--- src/rtl/call_pkg.sv ---
// Shared definitions for the call arbiter slice.
//   - default requester count and operand width
//   - FSM state encoding
//   - modulo-increment helper for the round-robin pointer
package call_pkg;

  localparam int N_REQ_DEF = 4;
  localparam int WIDTH_DEF = 32;

  typedef enum logic [1:0] {
    ST_IDLE,
    ST_ISSUE,
    ST_WAIT,
    ST_RESP
  } state_t;

  function automatic int unsigned next_idx(input int unsigned idx, input int unsigned n);
    return (idx + 1) % n;
  endfunction

endpackage

--- src/rtl/rr_pick.sv ---
// Combinational round-robin picker.
//   pending : one bit per requester with an outstanding call
//   rr_ptr  : index to start searching from
//   winner  : first pending index at or after rr_ptr, wrapping modulo N_REQ
//   any     : high when at least one requester is pending
module rr_pick #(
  parameter int N_REQ = 4,
  parameter int IDX_W = 2
) (
  input  logic [N_REQ-1:0] pending,
  input  logic [IDX_W-1:0] rr_ptr,
  output logic [IDX_W-1:0] winner,
  output logic             any
);

  int unsigned       idx;
  logic [IDX_W-1:0]  sel;

  always_comb begin
    winner = '0;
    any    = 1'b0;
    idx    = 0;
    sel    = '0;
    for (int unsigned k = 0; k < int'(N_REQ); k++) begin
      idx = (int'(rr_ptr) + k) % int'(N_REQ);
      sel = IDX_W'(idx);
      if (!any && pending[sel]) begin
        any    = 1'b1;
        winner = sel;
      end
    end
  end

endmodule

--- src/rtl/call_arbiter.sv ---
// Shares one start/done callee among N_REQ requesters.
// Each requester pulses req_start with its operands; the call is held
// pending, granted round-robin, issued to the callee, and the result is
// returned on the shared resp_result bus with a one-hot resp_done pulse.
//   clk, reset            : clock, synchronous active-high reset
//   req_start/req_a/req_b : per-requester call pulse and flattened operands
//   resp_done/resp_result : completion pulse and shared result
//   overrun               : sticky, a call was dropped while still pending
//   busy                  : FSM not in IDLE
//   callee_*              : start/done handshake to the shared unit
module call_arbiter
  import call_pkg::*;
#(
  parameter int N_REQ = N_REQ_DEF,
  parameter int WIDTH = WIDTH_DEF
) (
  input  logic                   clk,
  input  logic                   reset,
  input  logic [N_REQ-1:0]       req_start,
  input  logic [N_REQ*WIDTH-1:0] req_a,
  input  logic [N_REQ*WIDTH-1:0] req_b,
  output logic [N_REQ-1:0]       resp_done,
  output logic [WIDTH-1:0]       resp_result,
  output logic [N_REQ-1:0]       overrun,
  output logic                   busy,
  output logic                   callee_start,
  output logic [WIDTH-1:0]       callee_a,
  output logic [WIDTH-1:0]       callee_b,
  input  logic [WIDTH-1:0]       callee_result,
  input  logic                   callee_done
);

  localparam int IDX_W = $clog2(N_REQ);

  state_t           state, state_nx;
  logic [N_REQ-1:0] pending;
  logic [WIDTH-1:0] op_a [N_REQ];
  logic [WIDTH-1:0] op_b [N_REQ];
  logic [IDX_W-1:0] rr_ptr, grant, winner;
  logic             any;
  logic [WIDTH-1:0] result_q;
  logic [N_REQ-1:0] resp_slot;  // requester being answered this cycle
  logic [N_REQ-1:0] load;       // operand registers capture this cycle

  rr_pick #(
    .N_REQ (N_REQ),
    .IDX_W (IDX_W)
  ) u_pick (
    .pending (pending),
    .rr_ptr  (rr_ptr),
    .winner  (winner),
    .any     (any)
  );

  // A call arriving in the RESP cycle of its own requester replaces the
  // one being retired, so it loads operands even though pending is still set.
  always_comb begin
    resp_slot = '0;
    load      = '0;
    for (int unsigned i = 0; i < int'(N_REQ); i++) begin
      resp_slot[i] = (state == ST_RESP) && (grant == IDX_W'(i));
      load[i]      = req_start[i] && (!pending[i] || resp_slot[i]);
    end
  end

  always_comb begin
    state_nx     = state;
    busy         = (state != ST_IDLE);
    callee_start = 1'b0;
    resp_done    = '0;
    resp_result  = '0;
    case (state)
      ST_IDLE:  if (any) state_nx = ST_ISSUE;
      ST_ISSUE: begin
        callee_start = 1'b1;
        state_nx     = ST_WAIT;
      end
      ST_WAIT:  if (callee_done) state_nx = ST_RESP;
      ST_RESP: begin
        resp_done[grant] = 1'b1;
        resp_result      = result_q;
        state_nx         = ST_IDLE;
      end
      default:  state_nx = ST_IDLE;
    endcase
  end

  always_ff @(posedge clk) begin
    if (reset) state <= ST_IDLE;
    else       state <= state_nx;
  end

  always_ff @(posedge clk) begin
    if (reset) begin
      pending  <= '0;
      overrun  <= '0;
      rr_ptr   <= '0;
      grant    <= '0;
      callee_a <= '0;
      callee_b <= '0;
      result_q <= '0;
    end else begin
      if (state == ST_IDLE && any) begin
        grant    <= winner;
        callee_a <= op_a[winner];
        callee_b <= op_b[winner];
      end
      if (state == ST_WAIT && callee_done) result_q <= callee_result;
      if (state == ST_RESP) rr_ptr <= IDX_W'(next_idx(int'(grant), int'(N_REQ)));
      for (int unsigned i = 0; i < int'(N_REQ); i++) begin
        if (req_start[i] && !load[i]) overrun[i] <= 1'b1;
        if (req_start[i])      pending[i] <= 1'b1;
        else if (resp_slot[i]) pending[i] <= 1'b0;
      end
    end
  end

  always_ff @(posedge clk) begin
    for (int unsigned i = 0; i < int'(N_REQ); i++) begin
      if (load[i]) begin
        op_a[i] <= req_a[i*WIDTH +: WIDTH];
        op_b[i] <= req_b[i*WIDTH +: WIDTH];
      end
    end
  end

endmodule

--- config.mk ---
export PLATFORM = sky130hd
export DESIGN_NAME = call_arbiter
export DESIGN_NICKNAME = d
export VERILOG_FILES = /design/src/rtl/call_pkg.sv /design/src/rtl/rr_pick.sv /design/src/rtl/call_arbiter.sv
export SDC_FILE = /design/constraint.sdc
export NUM_CORES = 1
export LEC_CHECK = 0
export CAP_MARGIN = 30
export CORE_AREA = 5 5 176 161
export CTS_BUF_LIST = sky130_fd_sc_hd__clkbuf_4 sky130_fd_sc_hd__clkbuf_8
export CTS_CLUSTER_SIZE = 10
export DETAILED_ROUTE_END_ITERATION = 6
export DIE_AREA = 0 0 181 166
export GPL_TIMING_DRIVEN = 0
export PLACE_DENSITY_LB_ADDON = 0.1
export SYNTH_ARGS = -nofsm -noshare
export SYNTH_HDL_FRONTEND = slang
export SYNTH_SLANG_ARGS = --single-unit
export TNS_END_PERCENT = 10
--- constraint.sdc ---
create_clock -name clk -period 12.72 [get_ports clk]
set_clock_uncertainty 0.1 [all_clocks]
set_input_delay 2.544 -clock clk [delete_from_list [all_inputs] [get_ports clk]]
set_output_delay 2.544 -clock clk [all_outputs]
set_load 0.03 [all_outputs]
### After elaboration in Yosys (flattened, before gate mapping)

Memories as Yosys holds them, arrays and structs flattened. A register that Yosys moved wholly into a read port is not among the register bits.
Cells that the tools add are included.

* memories kept: 2
* logic and storage cells: 113
* output and inout bits: 106
* bits of input ports: 295
* RAM bits: 256
* bits in registers: 46

* reductions and logical operators: 41
* muxes and demuxes: 40
* $lt $le $gt $ge: 6
* add/sub/neg operators: 4
* equal/unequal tests: 8

Memories
* op_a: depth 4, bits a word 32, rd ports 1, clocked after Yosys merged registers in 1, write ports 4, line call_arbiter.sv:37 `logic [WIDTH-1:0] op_a [N_REQ];`
* op_b: depth 4, bits a word 32, rd ports 1, clocked after Yosys merged registers in 1, write ports 4, line call_arbiter.sv:38 `logic [WIDTH-1:0] op_b [N_REQ];`

Operator list (number)
* $mux 32: 1
* $mux 1: 26
* $logic_and 1x1->1: 18
* $lt 2x3->1 const B: 5
* $mux 2: 6
* $logic_not 1->1: 11
* $reduce_bool 2->1: 5
* $bmux 1 s2: 4
* $eq 2x2->1 const B: 4
* $pmux 2 s4: 1
* $add 2x1->2 const B: 2
* $add 2x2->2 const B: 2
* $eq 2x1->1 const B: 2
* $logic_not 2->1: 2
* $logic_or 1x1->1: 4
* $mux 4: 1
* $ne 2x2->1 const B: 2
* $demux 1 s2: 1
* $ge 2x1->1 const B: 1
* $reduce_and 2->1: 1

### Longest topological paths before layout

* word-level depth: 14
* depth in mapped cells: 9
* depth with buffers taken out: 7

### Cells and area by module

Synthesis repeated with hierarchy kept, for this count alone.

* cell total of the unflattened synthesis: 881
* area total of the unflattened synthesis: 13429.1 um^2

By module, submodules not included
* call_arbiter: seq. area each 9889.5 um^2, area each 13351.6 um^2, cells an instance 866, instances 1
* rr_pick: seq. area each 0.0 um^2, area each 77.6 um^2, cells an instance 15, instances 1

### Worst setup path before layout

No wires, ideal clock.

* path type: input port to flip-flop
* start point: in req_start[1]
* end point: mem op_a[1][0] (netlist bit), enable pin
* stages on the path: 1
* path slack: 6.768 ns
* arrival: 5.358 ns
* setup time: 0.493 ns
* required time: 12.127 ns
* path buffers: 0
* cells stage by stage: nor2b_1

RTL lines
* start, declared: line call_arbiter.sv:19 `input logic [N_REQ-1:0] req_start,`
* end, declared: line call_arbiter.sv:37

### Worst setup path after layout

* start point: reg state[0]
* end point: out resp_result[3]

* longest elaborated chain between the ends: 2

Ends and longest elaborated chain
* start, declared: line call_arbiter.sv:35 `state_t state, state_nx;`
* start signal, assigned: line call_arbiter.sv:90 `else state <= state_nx;`
* $eq 2x2->1: line call_arbiter.sv:72 `case (state)`
* $mux 32: line call_arbiter.sv:72
* end, declared: line call_arbiter.sv:23 `output logic [WIDTH-1:0] resp_result,`

No other way between the ends.

==> results.md <==
Timing:
- The setup-violating endpoint count in the final report is 0.
- The total negative setup slack is 0 ns.
- Based on the critical path, the design can be clocked at up to 0.183 GHz.
- The number of hold violations in the final report is 0.
- The max-slew violation count is 0.
- The worst path uses 43.0% of the clock period.
- Setup repair after global routing left no endpoint under its margin.
- After layout, the minimum clock period comes to ~5.5 ns.
- The pin slew with the least headroom to its limit is 0.930 ns.
- The headroom to the max-slew limit is 37.9%.

Worst setup path:
- The worst path arrival time is 2.82 ns.
- STA classifies the critical path endpoint as an output pin.
- For the worst flop-to-flop path, the logic depth is 6.
- At the worst endpoint, the required time is 10.08 ns.
- The kind of start point of the critical path is a flip-flop.
- The classification of the worst setup path is flip-flop to output pin.
- The critical-path maximum fanout is 10.

Yosys:
- When the netlist entered floorplanning its net count stood at about 1300.
- The number of distinct library cells after synthesis is 35.
- The post-synthesis register bit count is 366.
- After synthesis, flip-flops and latches occupy 72.2% of the total area.
- During synthesis, Yosys emitted a total of 0 warnings.
- sky130_fd_sc_hd__edfxtp_1 takes more of the synthesized area than any other cell.
- The count of mapped cells out of synthesis is 961.
- After synthesis, the largest area contributor takes up 56.1% of total cell area.
- The post-synth design cell area is 0.0137 mm^2.
- By area the synthesized netlist is led by sky130_fd_sc_hd__edfxtp_1 (56%), sky130_fd_sc_hd__dfxtp_1 (16%), sky130_fd_sc_hd__mux2i_1 (5.5%), sky130_fd_sc_hd__nand2_1 (3.8%), sky130_fd_sc_hd__a21oi_1 (2.7%).
- The per-instance average area after synthesis is 14.3 um^2.

Global route:
- Global routing finished with a remaining overflow of 0.
- The initial antenna violation count is 11.
- For this run, the total global-route usage over all layers was measured as 25.7%.
- The via count of the first global-routing pass came to ~10000.
- Entering global routing, the biggest net connects 30 pins.
- The global-route wire length before repair is 59600 um.

Cells and area:
- The post-route core utilization is 74.1%.
- The post-layout instance count excluding filler cells is 1839.
- Relative to the synthesized area, the layout overhead comes to 43.2%.
- The number of nets in the layout is 1733.
- The share of layout cells above drive strength 1 is a little over a tenth.
- The filler cells instantiated in the layout total approximately 1800.
- The post-route standard cell area excluding fillers is roughly 0.020 mm^2.

Detailed routing:
- For this block, the initial DRC count from the detailed router was 628.
- For this block, the routed nets add up to 39800 um of wire.
- The routed layout has 9744 vias.
- The per-cell via count in the routed design is around 5.3.
- In this run the remaining antenna-violating nets after routing total 0.
- The number of iterations in the first detailed-routing pass is 5.
- In the final routed layout, each cell accounts on average for around 22 um.
- For this run, design rule violations remaining after detail routing come to 0.

Floorplan:
- The initial utilization of the core area, before any placement, comes to 51.8%.
- Pin placement for this block handled 401 I/O pins.
- The die extent in x is ~180 um.
- Row generation in the floorplan step produced 57 rows.
- In this run the vertical extent of the chip is 166 um.
- The total die area is between 0.03 and 0.04 mm^2.
- The floorplan step defined a core boundary enclosing 0.0265 mm^2.

Power and ir drop:
- In this run the power spent charging and discharging nets is 1.10 mW.
- The clock share of power is 29.5%.
- The ratio of total power to cell area is about 180 mW/mm^2.
- The peak supply drop is 105 uV.
- The combinational share of power is 28.1%.
- The design draws 3.54 mW.
- The internal power of the cells is between 2 and 2.5 mW.
- Net switching is 31.0% of the power.
- Sequential cells account for 42.4% of the total power.
- The leakage power summed over all cells is 7.16 nW.

Outcome:
- The flow ran to the end, and the final reports show no timing, DRC or antenna violations.

CTS:
- The quantity of hold-fixing buffers added after cts is 0.
- The source-to-sink clock delay at the later pin of the worst-skew pair is 0.60 ns.
- The number of H-tree levels is 2.
- The cell at the root of the clock tree is sky130_fd_sc_hd__clkbuf_8.
- Clock-pin slew was measured on the worst setup and hold paths at 0.06 ns.
- The longest clock path from root to sink contains 3 buffers.
- In this run, post-CTS repair resized a total of 0 instances.
- Once the clock tree was built, the setup fixing pass inserted 0 buffers.
- The total clock sinks is between 300 and 400.
- The clock buffer count from CTS is 58.
- The clock tree from TritonCTS is built.

Placement:
- The cell total after placement is between 1500 and 2000.
- The number of buffers inserted by port buffering is 400.
- The placer's final routability congestion estimate is 0.808.
- The wire-length estimate of the detail-placed layout is slightly below 30000 um.
- The cell area after placement is 0.0184 mm^2.

Hold path:
- The min-delay analysis places its worst path in the category flip-flop to flip-flop.
- The worst hold path cell count is 2.

Run:
- The number of violations of the max-capacitance limit is 0.
==> logic make-up after synthesis <==
logic type               share of synthesized area (%)
flip-flops                                        72.2
AND/OR/NAND/NOR                                   9.15
AO/OA/AOI/OAI                                     7.91
multiplexers                                      7.29
buffers and inverters                             2.64
adder cells (fa/ha/maj)                          0.822
==> through the flow <==
step	hold slack [ns]	setup slack (ns)
3_5_place_dp	0.343	7.75
5_1_grt	0.363	7.07
2_1_floorplan	0.332	6.77
4_1_cts	0.350	7.17
3_3_place_gp	0.337	3.70
6_report	0.349	7.25
==> power by group through the flow <==
stage	clock network [mW]	registers [mW]	logic [mW]
after detailed placement	0	1.53	0.998
final	1.04	1.50	0.995
after CTS	1.07	1.50	1.00
after global routing	1.12	1.52	1.07
after global placement	0	1.53	0.970
after floorplan	0	1.67	0.403
==> registers in the layout (all words and copies together) (netlist names) <==
signal    flops
callee_a     32
callee_b     32
grant         2
op_a        128
op_b        128
overrun       4
pending       4
result_q     32
rr_ptr        2
state         2
==> path summary, 6_finish.rpt <==
| kind | from | end | slack [ns] |
|---|---|---|---|
| max | state[0] | resp_result[3] | 7.25 |
| min | result_q[19] | result_q[19] | 0.35 |
| max reg2reg | state[0] | op_b[2][23] | 9.95 |
| min reg2reg | result_q[19] | result_q[19] | 0.35 |
==> layout by cell type, fill, tap and decap left out, drive strengths merged <==
cell type	count
ha	9
nor4	1
nand2	140
or3b	1
edfxtp	256
nor2b	9
a311o	34
a311oi	1
nor2	64
inv	7
dfxtp	110
clkinvlp	2
o21a	1
a22oi	5
bufinv	2
a222oi	7
a21oi	78
nand2b	2
and2	37
mux2	22
clkinv	12
buf	38
a21boi	1
a211oi	1
clkbuf	122
diode	6
clkdlybuf4s50	400
o221a	1
o221ai	20
nor3	2
nand3b	19
mux2i	75
==> final cells by class <==
| class | count | area, um^2 | share of cell area [%] |
|---|---|---|---|
| well taps | 354 | 443 | 2.26 |
| diodes | 6 | 15.0 | 0.0766 |
| clock buffers | 93 | 1110 | 5.66 |
| clock inverters | 17 | 136 | 0.695 |
| multi-input cells | 530 | 3480 | 17.7 |
| repair buffers | 408 | 4180 | 21.3 |
| inverters | 6 | 22.5 | 0.115 |
| flip-flops and latches | 366 | 9890 | 50.4 |
| plain buffers | 59 | 339 | 1.73 |
==> cells in the mapped netlist <==
library cell and number:
sky130_fd_sc_hd__clkbuf_1 29, sky130_fd_sc_hd__inv_1 6, sky130_fd_sc_hd__a222oi_1 7, sky130_fd_sc_hd__nor3_4 1, sky130_fd_sc_hd__nor4_2 1, sky130_fd_sc_hd__nor3_1 1
sky130_fd_sc_hd__and2_1 37, sky130_fd_sc_hd__nor2b_1 9, sky130_fd_sc_hd__o221ai_2 1, sky130_fd_sc_hd__a22oi_1 5, sky130_fd_sc_hd__dfxtp_1 110, sky130_fd_sc_hd__buf_1 3
sky130_fd_sc_hd__a311o_1 34, sky130_fd_sc_hd__o221a_2 1, sky130_fd_sc_hd__a211oi_1 1, sky130_fd_sc_hd__a21oi_2 4, sky130_fd_sc_hd__or3b_1 1, sky130_fd_sc_hd__mux2_1 14
sky130_fd_sc_hd__nand3b_1 19, sky130_fd_sc_hd__nand2_1 139, sky130_fd_sc_hd__nand2_2 1, sky130_fd_sc_hd__a21boi_1 1, sky130_fd_sc_hd__buf_6 11, sky130_fd_sc_hd__mux2_2 8
sky130_fd_sc_hd__edfxtp_1 256, sky130_fd_sc_hd__nand2b_1 2, sky130_fd_sc_hd__buf_2 10, sky130_fd_sc_hd__mux2i_1 75, sky130_fd_sc_hd__ha_1 9, sky130_fd_sc_hd__a311oi_2 1
sky130_fd_sc_hd__buf_4 6, sky130_fd_sc_hd__nor2_1 64, sky130_fd_sc_hd__o221ai_1 19, sky130_fd_sc_hd__a21oi_1 74, sky130_fd_sc_hd__o21a_1 1
==> layer usage <==
layer / vias up / share of wire (%) / global-route usage (%)
met1: 4698 / 38 / 31.0
met4: 8 / 2.6 / 7.83
li1: 4509 / - / -
met3: 78 / 8.8 / 7.69
met5: - / 0.15 / 0
met2: 451 / 50 / 44.8
==> worst max-delay path, cell delays in order (launching register included) <==
cell,delay [ns]
sky130_fd_sc_hd__dfxtp_1,0.38
sky130_fd_sc_hd__ha_1,0.17
sky130_fd_sc_hd__clkbuf_1,0.39
sky130_fd_sc_hd__clkbuf_1,0.37
sky130_fd_sc_hd__and2_1,0.22
sky130_fd_sc_hd__clkdlybuf4s50_1,0.70
(Power assumes the default switching activity.)
